==> config.mk <==
export PLATFORM = sky130hd
export DESIGN_NAME = scs8hd_pwrgate_seq
export DESIGN_NICKNAME = d
export VERILOG_FILES = /design/src/rtl/scs8hd_pwrgate_seq.sv
export SDC_FILE = /design/constraint.sdc
export NUM_CORES = 1
export LEC_CHECK = 0
export CORE_UTILIZATION = 34
export DETAILED_ROUTE_END_ITERATION = 8
export GPL_ROUTABILITY_DRIVEN = 0
export SYNTH_ARGS = -nofsm -noshare
export SYNTH_HDL_FRONTEND = slang
export SYNTH_SLANG_ARGS = --single-unit
==> constraint.sdc <==
create_clock -name clk -period 4.2 [get_ports clk]
set_input_delay 0.84 -clock clk [delete_from_list [all_inputs] [get_ports clk]]
set_output_delay 0.84 -clock clk [all_outputs]
set_load 0.01 [all_outputs]
==> src/rtl/scs8hd_pwrgate_seq.sv <==
// Power-gating sequencer for one switchable scs8hd domain: staggered header
// switch ramp, isolation/retention ordering and req/ack handshake.
module scs8hd_pwrgate_seq #(
    parameter int NSEG     = 4,
    parameter int STEP_CYC = 8,
    parameter int ISO_CYC  = 2,
    parameter int GOOD_TMO = 64
) (
    input  logic            clk,
    input  logic            resetb,
    input  logic            pwr_req,
    input  logic            vpwr_good,
    output logic            pwr_ack,
    output logic [NSEG-1:0] sw_en,
    output logic            iso_en,
    output logic            ret_save,
    output logic            ret_restore,
    output logic            busy,
    output logic            fault,
    output logic [3:0]      state
);

    localparam int CNT_MAX0 = (STEP_CYC > ISO_CYC) ? STEP_CYC : ISO_CYC;
    localparam int CNT_MAX  = (CNT_MAX0 > GOOD_TMO) ? CNT_MAX0 : GOOD_TMO;
    localparam int CNT_W    = $clog2(CNT_MAX + 1);

    localparam logic [CNT_W-1:0] STEP_LAST = CNT_W'(STEP_CYC - 1);
    localparam logic [CNT_W-1:0] ISO_LAST  = CNT_W'(ISO_CYC - 1);
    localparam logic [CNT_W-1:0] TMO_LAST  = CNT_W'(GOOD_TMO - 1);
    localparam logic [CNT_W-1:0] CNT_SAT   = CNT_W'(CNT_MAX);

    typedef enum logic [3:0] {
        S_OFF       = 4'd0,
        S_RAMP_UP   = 4'd1,
        S_WAIT_GOOD = 4'd2,
        S_RESTORE   = 4'd3,
        S_DEISO     = 4'd4,
        S_ON        = 4'd5,
        S_ISO       = 4'd6,
        S_SAVE      = 4'd7,
        S_RAMP_DN   = 4'd8
    } state_t;

    state_t          state_q, state_d;
    logic [NSEG-1:0] sw_en_q, sw_en_d;
    logic [CNT_W-1:0] cnt_q, cnt_d;
    logic            fault_q, fault_d;
    logic            iso_q, ack_q, save_q, restore_q, busy_q;
    logic [NSEG-1:0] sw_dn;

    // Clearing the highest set bit of a thermometer code is a right shift.
    assign sw_dn = sw_en_q >> 1;

    always_comb begin
        state_d = state_q;
        sw_en_d = sw_en_q;
        fault_d = fault_q;
        cnt_d   = (cnt_q == CNT_SAT) ? cnt_q : cnt_q + CNT_W'(1);

        case (state_q)
            S_OFF: begin
                if (pwr_req && !fault_q) begin
                    state_d = S_RAMP_UP;
                    sw_en_d = NSEG'(1);
                    cnt_d   = '0;
                end
            end
            S_RAMP_UP: begin
                if (cnt_q == STEP_LAST) begin
                    cnt_d = '0;
                    if (sw_en_q[NSEG-1]) state_d = S_WAIT_GOOD;
                    else                 sw_en_d = (sw_en_q << 1) | NSEG'(1);
                end
            end
            S_WAIT_GOOD: begin
                if (vpwr_good) begin
                    state_d = S_RESTORE;
                    cnt_d   = '0;
                end else if (cnt_q == TMO_LAST) begin
                    // Rail never came up: collapse straight to ramp-down, still isolated.
                    fault_d = 1'b1;
                    sw_en_d = sw_dn;
                    cnt_d   = '0;
                    state_d = (sw_dn == '0) ? S_OFF : S_RAMP_DN;
                end
            end
            S_RESTORE: begin
                state_d = S_DEISO;
                cnt_d   = '0;
            end
            S_DEISO: begin
                if (cnt_q == ISO_LAST) begin
                    state_d = S_ON;
                    cnt_d   = '0;
                end
            end
            S_ON: begin
                if (!pwr_req) begin
                    state_d = S_ISO;
                    cnt_d   = '0;
                end
            end
            S_ISO: begin
                if (cnt_q == ISO_LAST) begin
                    state_d = S_SAVE;
                    cnt_d   = '0;
                end
            end
            S_SAVE: begin
                sw_en_d = sw_dn;
                cnt_d   = '0;
                state_d = (sw_dn == '0) ? S_OFF : S_RAMP_DN;
            end
            S_RAMP_DN: begin
                if (cnt_q == STEP_LAST) begin
                    sw_en_d = sw_dn;
                    cnt_d   = '0;
                    if (sw_dn == '0) state_d = S_OFF;
                end
            end
            default: begin
                state_d = S_OFF;
                sw_en_d = '0;
                cnt_d   = '0;
            end
        endcase
    end

    // Outputs are registered versions of the decode of the next state.
    always_ff @(posedge clk or negedge resetb) begin
        if (!resetb) begin
            state_q   <= S_OFF;
            sw_en_q   <= '0;
            cnt_q     <= '0;
            fault_q   <= 1'b0;
            iso_q     <= 1'b1;
            ack_q     <= 1'b0;
            save_q    <= 1'b0;
            restore_q <= 1'b0;
            busy_q    <= 1'b0;
        end else begin
            state_q   <= state_d;
            sw_en_q   <= sw_en_d;
            cnt_q     <= cnt_d;
            fault_q   <= fault_d;
            iso_q     <= (state_d != S_ON);
            ack_q     <= (state_d == S_ON);
            save_q    <= (state_d == S_SAVE);
            restore_q <= (state_d == S_RESTORE);
            busy_q    <= (state_d != S_OFF) && (state_d != S_ON);
        end
    end

    assign state       = state_q;
    assign sw_en       = sw_en_q;
    assign fault       = fault_q;
    assign iso_en      = iso_q;
    assign pwr_ack     = ack_q;
    assign ret_save    = save_q;
    assign ret_restore = restore_q;
    assign busy        = busy_q;

endmodule

Yosys cells after proc, flatten, opt, wreduce, memory -nomap -nowiden
Cells that the tools add are included.
{"block": "op_classes", "n_eq_ne": 22, "n_addsub": 1, "n_reduce_logical": 12, "mux": 27, "bitwise_logic": 2}
{"operator": "$mux W4", "n": 17}
{"operator": "$mux W7", "n": 7}
{"operator": "$pmux W4 S9", "n": 1}
{"operator": "$pmux W7 S5", "n": 1}
{"operator": "$eq A4 B3 Y1 const B", "n": 6}
{"operator": "$pmux W4 S6", "n": 1}
{"operator": "$eq A4 B2 Y1 const B", "n": 3}
{"operator": "$ne A2 B2 Y1 const B", "n": 6}
{"operator": "$logic_not A4 Y1", "n": 2}
{"operator": "$add A7 B1 Y7 const B", "n": 1}
{"operator": "$eq A7 B1 Y1 const B", "n": 1}
{"operator": "$eq A7 B3 Y1 const B", "n": 1}
{"operator": "$eq A7 B6 Y1 const B", "n": 1}
{"operator": "$eq A7 B7 Y1 const B", "n": 1}
{"operator": "$reduce_and A7 Y1", "n": 1}
{"operator": "$reduce_and A6 Y1", "n": 1}
{"operator": "$eq A4 B1 Y1 const B", "n": 1}
{"operator": "$eq A4 B4 Y1 const B", "n": 1}
{"operator": "$ne A4 B3 Y1 const B", "n": 1}
{"operator": "$reduce_bool A4 Y1", "n": 1}
{"operator": "$reduce_or A2 Y1", "n": 2}
{"operator": "$reduce_or A4 Y1", "n": 1}
{"operator": "$reduce_and A3 Y1", "n": 1}
{"operator": "$logic_and A1 B1 Y1", "n": 2}
{"operator": "2 further kinds", "n": 3}
{"block": "totals", "output_inout_bits": 14, "in_bits": 4, "elab_cells": 74, "reg_bits": 21}

Depth between registers and ports, before layout
Gate-level depths: netlist (run 1).
{"block": "logic_depth", "ltp_word": 7, "ltp_mapped": 7, "ltp_nobuf": 7}

Least setup slack after synthesis (run 1)
No wires, ideal clock.
{"block": "synth_path", "path_kind": "in2reg", "from": "in pwr_req", "to": "reg busy_q (netlist: busy)", "t_arrival_ns": 1.716, "stages": 5, "setup_ns": 0.124, "n_path_buf": 0, "path_slack_ns": 2.361, "required_time_ns": 4.076, "path_cell_list": "nor2b_1 > o21ai_0 > a31oi_1 > or3_1 > o31a_1"}
{"block": "synth_between", "elab_chain_len": 5, "word_cells_on_any_way": 7, "cone_classes": "1 x eq/ne; 3 x mux; 3 x reduce/logical"}
{"item": "start: declaration", "line": "11", "source": "input logic pwr_req,"}
{"item": "$logic_and A1 B1 Y1", "line": "62", "source": "if (pwr_req && !fault_q) begin"}
{"item": "$mux W4", "line": "62"}
{"item": "$pmux W4 S9 *", "line": "60", "source": "case (state_q)"}
{"item": "$ne A4 B3 Y1 or $reduce_bool A4 Y1 (tied branches)", "line": "150", "source": "busy_q <= (state_d != S_OFF) && (state_d != S_ON);"}
{"item": "$logic_and A1 B1 Y1 *", "line": "150"}
{"item": "end signal: assignment", "line": "150"}
{"item": "end: declaration", "line": "48", "source": "logic iso_q, ack_q, save_q, restore_q, busy_q;"}
Every way passes the cells marked *; elsewhere a longest branch is shown, timed or not.
A chain may end at the register's enable or synchronous reset.

Worst setup path after layout (run 1)
{"block": "layout_path", "from": "reg state_q[2] (netlist: state[2])", "to": "out state[2]"}
{"item": "start: declaration", "line": "44", "source": "state_t state_q, state_d;"}
{"item": "start signal: assignment", "line": "142", "source": "state_q <= state_d;"}
{"item": "end: declaration", "line": "20", "source": "output logic [3:0] state"}
No word-level cell between the ends.

==> results of run 1 <==
path summary, 6_finish.rpt:
| check | depth (start not counted) | to | start | slack (ns) |
|---|---|---|---|---|
| max in group asynchronous | 1 | state[2]$_DFF_PN0_ | resetb | 2.50 |
| min in group asynchronous | 1 | fault$_DFFE_PN0P_ | resetb | 1.10 |
| worst max register to register | 5 | sw_en[0]$_DFFE_PN0P_ | state[1]$_DFF_PN0_ | 2.15 |
| worst max-delay path | 1 | state[2] | state[2]$_DFF_PN0_ | 1.68 |
| worst min register to register | 1 | sw_en[0]$_DFFE_PN0P_ | sw_en[0]$_DFFE_PN0P_ | 0.54 |
| worst min-delay path | 1 | sw_en[0]$_DFFE_PN0P_ | sw_en[0]$_DFFE_PN0P_ | 0.54 |
layout by cell type, fill, tap and decap left out, types with 2 or more instances in the layout:
cell type and count:
o21ai_0 5, o22ai_1 2, ha_1 3, a31oi_1 6, nor2_1 9, inv_1 7
nand2_1 6, nor3_1 5, nand3_1 5, nor2b_1 6, xor2_1 3, mux2_4 2
nand4b_1 2, nor3b_1 2, a22oi_1 2, clkdlybuf4s50_1 17, mux2i_1 3, nor4b_2 3
clkbuf_8 3, xnor2_1 3, a21o_1 2, dfrtp_1 20, a21oi_1 2
cells in the mapped netlist (2+ instances only):
cell	number
o21ai_0	5
clkbuf_1	2
mux2_4	2
inv_1	7
xnor2_1	3
buf_2	5
a21o_1	2
dfrtp_1	20
nor4b_2	3
nand3_1	5
nor3_1	5
a21oi_1	2
ha_1	3
o22ai_1	2
a31oi_1	6
mux2i_1	3
nand2_1	6
xor2_1	3
nor2_1	9
nor3b_1	2
a22oi_1	2
nand4b_1	2
nor2b_1	6
final cells by class:
cell class	count	area (um2)
Tap cell	48	60.1
Fill cell	393	2160
Inverter	7	26.3
Clock buffer	4	45.0
Timing Repair Buffer	17	170
Multi-Input combinational cell	98	751
Sequential cell	21	527
cell families (layout without fill, tap and decap cells):
group	count (synthesis)	count (layout)
buffers and inverters	15	28
AO/OA/AOI/OAI	29	29
flip-flops	21	21
AND/OR/NAND/NOR	54	54
multiplexers	5	5
XOR/XNOR	6	6
adder cells (fa/ha/maj)	4	4
registers in the layout (all words and copies together), names as in the netlist:
register / flops
busy: 1
cnt_q: 7
fault: 1
iso_en: 1
pwr_ack: 1
ret_restore: 1
ret_save: 1
state: 4
sw_en: 4
where the power goes:
part / internal (W) / switching (W)
clock network: 0.0000677 / 0.0000680
registers: 0.000261 / 0.000129
logic: 0.000260 / 0.000231
total: 0.000588 / 0.000428
per-stage QoR:
step | std cells | utilization | hold slack (ns)
2_1_floorplan | 134 | - | 0.524
3_3_place_gp | 191 | 0.410 | 0.525
3_5_place_dp | 191 | 0.410 | 0.518
4_1_cts | 195 | 0.422 | 0.544
5_1_grt | 195 | 0.422 | 0.581
6_report | 195 | 0.422 | 0.542
layer usage:
metal / wire length, um / vias up / GRT usage
met4: 42 / 0 / 0.0694
met2: 1330 / 29 / 0.249
met1: 1500 / 508 / 0.224
met5: 0 / - / 0
met3: 127 / 4 / 0.0299
li1: - / 517 / -
==> run metrics, run 1 <==
status=finished, final reports clean; Root Buffer=clkbuf_8; PD cells=644 nW/um2; chip height=~65 um; Top Ports=18; register bit total from synthesis=21; Initial Utilization=0.360; CP Data Required Time=approximately 3.4 ns; largest family of logic cells by synthesized area=simple AND/OR/NAND/NOR gates; clock buffer depth=2; Post-Route Setup TNS=0 ns; htree depth=1; first-pass GRT wire length=5310 um; vias in the first global route=~1.1k; Total GRT Usage=0.163; number of I/O port buffers=17; final hold viol count=0; Area Growth Syn to Fin=17.2%; via count=1058; Post-DP Area=approximately 1500 um2; Async SR Flop Fraction=1.00; highest net fanout along the worst path=19; area share of xor/xnor cells in the synthesized design=0.0390; # setup viols final=0; Max-Cap Viols=0; CP max-delay cell=dfrtp_1; Synth Area in Compound Gates=0.169; layout cell share with drive strength beyond 1=0.129; die area=4220 um2; synth unique cells=52; Rows=22; sequential share of the synthesized area=0.391; Synth Area in Simple Gates=0.269; pre-CTS setup slack=1.72 ns; Leak=0.638 nW; # diodes=0; Synth Area per Inst=10.1 um2; setup bufs post-CTS=0; 1st-iter DRT viols=56; global route overflow=0; HPWL Detailed=about 2100 um; antenna viol nets, final=0; Layout Skew=0.00768 ns; TritonCTS sink count=21; Design Power=around 0.001 W; Yosys Warn Count=0; synth top area cells=dfrtp_1, nor4b_2, a31oi_1; Achievable Freq=396 MHz; CTS buffer count=3; final instance area=1580 um2; Vias/cell=5.43; clock-pin slew on the worst setup and hold paths=around 0.070 ns; PostCTS Resize Cnt=0; cell taking the most area after synthesis=dfrtp_1; Crit. End Element=primary output; crit start category=flop; largest net degree at the start of global routing=22; Hold WC Path Type=reg2reg; # DRC=0; number of synthesized flops with an enable pin=0; routed wire length=3000 um; fin nets=about 160; adder and majority cell fraction of the synthesized area=0.0353; VDD IR max=267 uV; CP peak stage delay=0.76 ns; mux cell area share after synthesis=0.0446; clk_lat worst skew=approximately 0.26 ns; Critical Path, Cell by Cell=clkdlybuf4s50_1; Final Max Tran Viols=0; Die Wd=65.0 um; CP arrival=roughly 1.7 ns; Least-Margin Pin Slew=0.965 ns; Crit path max-delay family=flip-flops; area of the core=approximately 3700 um2; Rel. slew slack=0.354; Syn Inst Count=134; Cell Area, Synth=1350 um2; top cell type's share of synthesized area=0.371; critical path type=reg2out; hold_buf cts=0; count of TritonRoute iterations in the first routing pass=4; TritonCTS clock tree=yes; RSZ-0062 raised after global routing=false; Mapped Nets=141; Main synth FF type=dfrtp_1; antenna violations before repair=0; buffers plus inverters on the worst setup path=1; routed length per placed instance=15.4 um; final setup margin=1.68 ns; min Tclk post-route=roughly 2.5 ns; period utilisation layout=0.601
Power figures use the tool's default switching activity.
==> inputs of run 2 (changes only) <==
==> constraint.sdc (replaced) <==
create_clock -name clk -period 2.4 [get_ports clk]
set_input_delay 0.48 -clock clk [delete_from_list [all_inputs] [get_ports clk]]
set_output_delay 0.48 -clock clk [all_outputs]
set_load 0.01 [all_outputs]
==> run 2 against run 1 <==
Effect of this change:
- flip-flop and latch count did not move
- combinational power rose by 78%
- sequential power rose by 72%
- core utilization rose by 0.64 points
- via count rose by 2.6%
- final cell count rose by 1.5%
- final area rose by 1.5%
==> run metrics, run 2 (synthesis gave the netlist of run 1 again) <==
period utilisation layout=0.892; PD cells=1110 nW/um2 (+72%); largest net degree at the start of global routing=22 (unchanged); Rows=22 (unchanged); Achievable Freq=~470 MHz; HPWL Detailed=2170 um (+3.2%); max reg flops=7 (unchanged); final hold viol count=0 (unchanged); Critical Path, Cell by Cell=clkdlybuf4s50_1; TritonCTS clock tree=yes; TritonCTS sink count=21 (unchanged); CP max-delay cell=dfrtp_1; 1st-iter DRT viols=47 (-16%); # DRC=0 (unchanged); # setup viols final=0 (unchanged); crit start category=flop; first-pass GRT wire length=4930 um (-7.3%); met3 usage in global routing=0.0458 (+0.0158); area of the core=3740 um2 (unchanged); PostCTS Resize Cnt=0 (unchanged); Crit path max-delay family=flip-flops; largest register by flop count=cnt_q; Root Buffer=clkbuf_8; CP Data Required Time=1.92 ns (-1.44 ns); CP arrival=1.66 ns (-0.02 ns); most frequent cells in the layout=dfrtp_1, clkdlybuf4s50_1, nor2_1; Rel. slew slack=0.581 (+0.227); Total GRT Usage=0.154 (-0.00952); highest net fanout along the worst path=19 (unchanged); setup bufs post-CTS=0 (unchanged); Crit. End Element=primary output; R2R cell count=5 (unchanged); routed wire length=2920 um (-2.7%); # diodes=0 (unchanged); antenna violations before repair=0 (unchanged); Die Wd=65.0 um (unchanged); clk_lat worst skew=0.26 ns (about the same); Hold WC Path Type=in2async; Area Growth Syn to Fin=18.9%; GR Util met2=0.241 (-0.00781); Leak=0.657 nW (+2.9%); vias in the first global route=1040 (-3.3%); CTS buffer count=3 (unchanged); routed length per placed instance=14.7 um (-4.2%); GR Util met1=0.205 (-0.0190); Max-Cap Viols=0 (unchanged); fin nets=158 (+1.9%); critical path type=reg2out; Vias/cell=5.48 (+1.0%); via count=1085 (+2.6%); CP peak stage delay=0.75 ns (about the same); Layout Skew=0.00187 ns (-0.00581 ns); final instance area=1600 um2 (+1.5%); antenna viol nets, final=0 (unchanged); clock-pin slew on the worst setup and hold paths=0.08 ns (about the same); number of I/O port buffers=17 (unchanged); internal reg-to-reg setup slack=0.29 ns (-1.86 ns); global route hottest layer=met2; min Tclk post-route=2.14 ns; Post-Route Setup TNS=0 ns (unchanged); htree depth=1 (unchanged); count of TritonRoute iterations in the first routing pass=4 (unchanged); chip height=65.0 um (unchanged); layout cell share with drive strength beyond 1=0.153 (+0.0241); leading cell type in the layout, fill and taps excluded=dfrtp_1; Least-Margin Pin Slew=0.628 ns (-0.337 ns); r2r endpoint=sw_en[0]$_DFFE_PN0P_; Initial Utilization=0.360 (unchanged); Post-DP Area=1560 um2 (+1.5%); clock buffer depth=2 (unchanged); Final Max Tran Viols=0 (unchanged); Top Ports=18 (unchanged); status=finished, final reports clean; RSZ-0062 raised after global routing=false; buffers plus inverters on the worst setup path=1 (unchanged); hold_buf cts=0 (unchanged); global route overflow=0 (unchanged); RR Startpoint=state[0]$_DFF_PN0_; VDD IR max=603 uV (+130%); die area=4220 um2 (unchanged)
==> run 2: cell types whose count changed in the layout (fill, tap and decap cells not counted), sizes merged <==
| cell | previous run | this run |
|---|---|---|
| buf | 0 | 3 |
| clkbuf | 4 | 3 |
| clkinv | 0 | 1 |
==> run 2: worst max-delay path by stage <==
stage                                  start                    to  depth (start not counted)
after detailed placement             pwr_req        busy$_DFF_PN0_                          6
after CTS                 state[2]$_DFF_PN0_              state[2]                          1
after floorplan           state[0]$_DFF_PN0_  sw_en[0]$_DFFE_PN0P_                          6
after global routing      state[0]$_DFF_PN0_  sw_en[0]$_DFFE_PN0P_                          5
after global placement               pwr_req  sw_en[2]$_DFFE_PN0P_                          6
final                     state[2]$_DFF_PN0_              state[2]                          1
==> run 2: cell type report <==
type	instances	area (um2)
inverter	7	26.3
sequential	21	527
timing repair buffer	20	193
clock buffer	3	41.3
tap	48	60.1
fill	371	2140
clock inverter	1	5.00
multi-input combinational	98	751
==> run 2: report_power, final <==
part | switching (W) | leakage (nW) | internal [W] | total, W
sequential | 0.000213 | 0.276 | 0.000457 | 0.000670
clock | 0.000114 | 0.0255 | 0.000116 | 0.000229
combinational | 0.000414 | 0.355 | 0.000462 | 0.000876
total | 0.000741 | 0.657 | 0.00103 | 0.00177
==> run 2: layer usage <==
| layer | wire length [um] | vias to the layer above |
|---|---|---|
| li1 | - | 524 |
| met1 | 1340 | 527 |
| met2 | 1380 | 32 |
| met3 | 163 | 2 |
| met4 | 27 | 0 |
| met5 | 0 | - |
==> run 2: per-stage QoR <==
step,hold slack (ns),power [W],instances,utilization,setup slack (ns)
2_1_floorplan,0.184,0.00128,134,-,0.647
3_3_place_gp,0.530,0.00153,194,0.416,0.327
3_5_place_dp,0.544,0.00155,194,0.416,0.312
4_1_cts,0.553,0.00179,198,0.428,0.253
5_1_grt,0.563,0.00191,198,0.428,0.165
6_report,0.547,0.00177,198,0.428,0.260
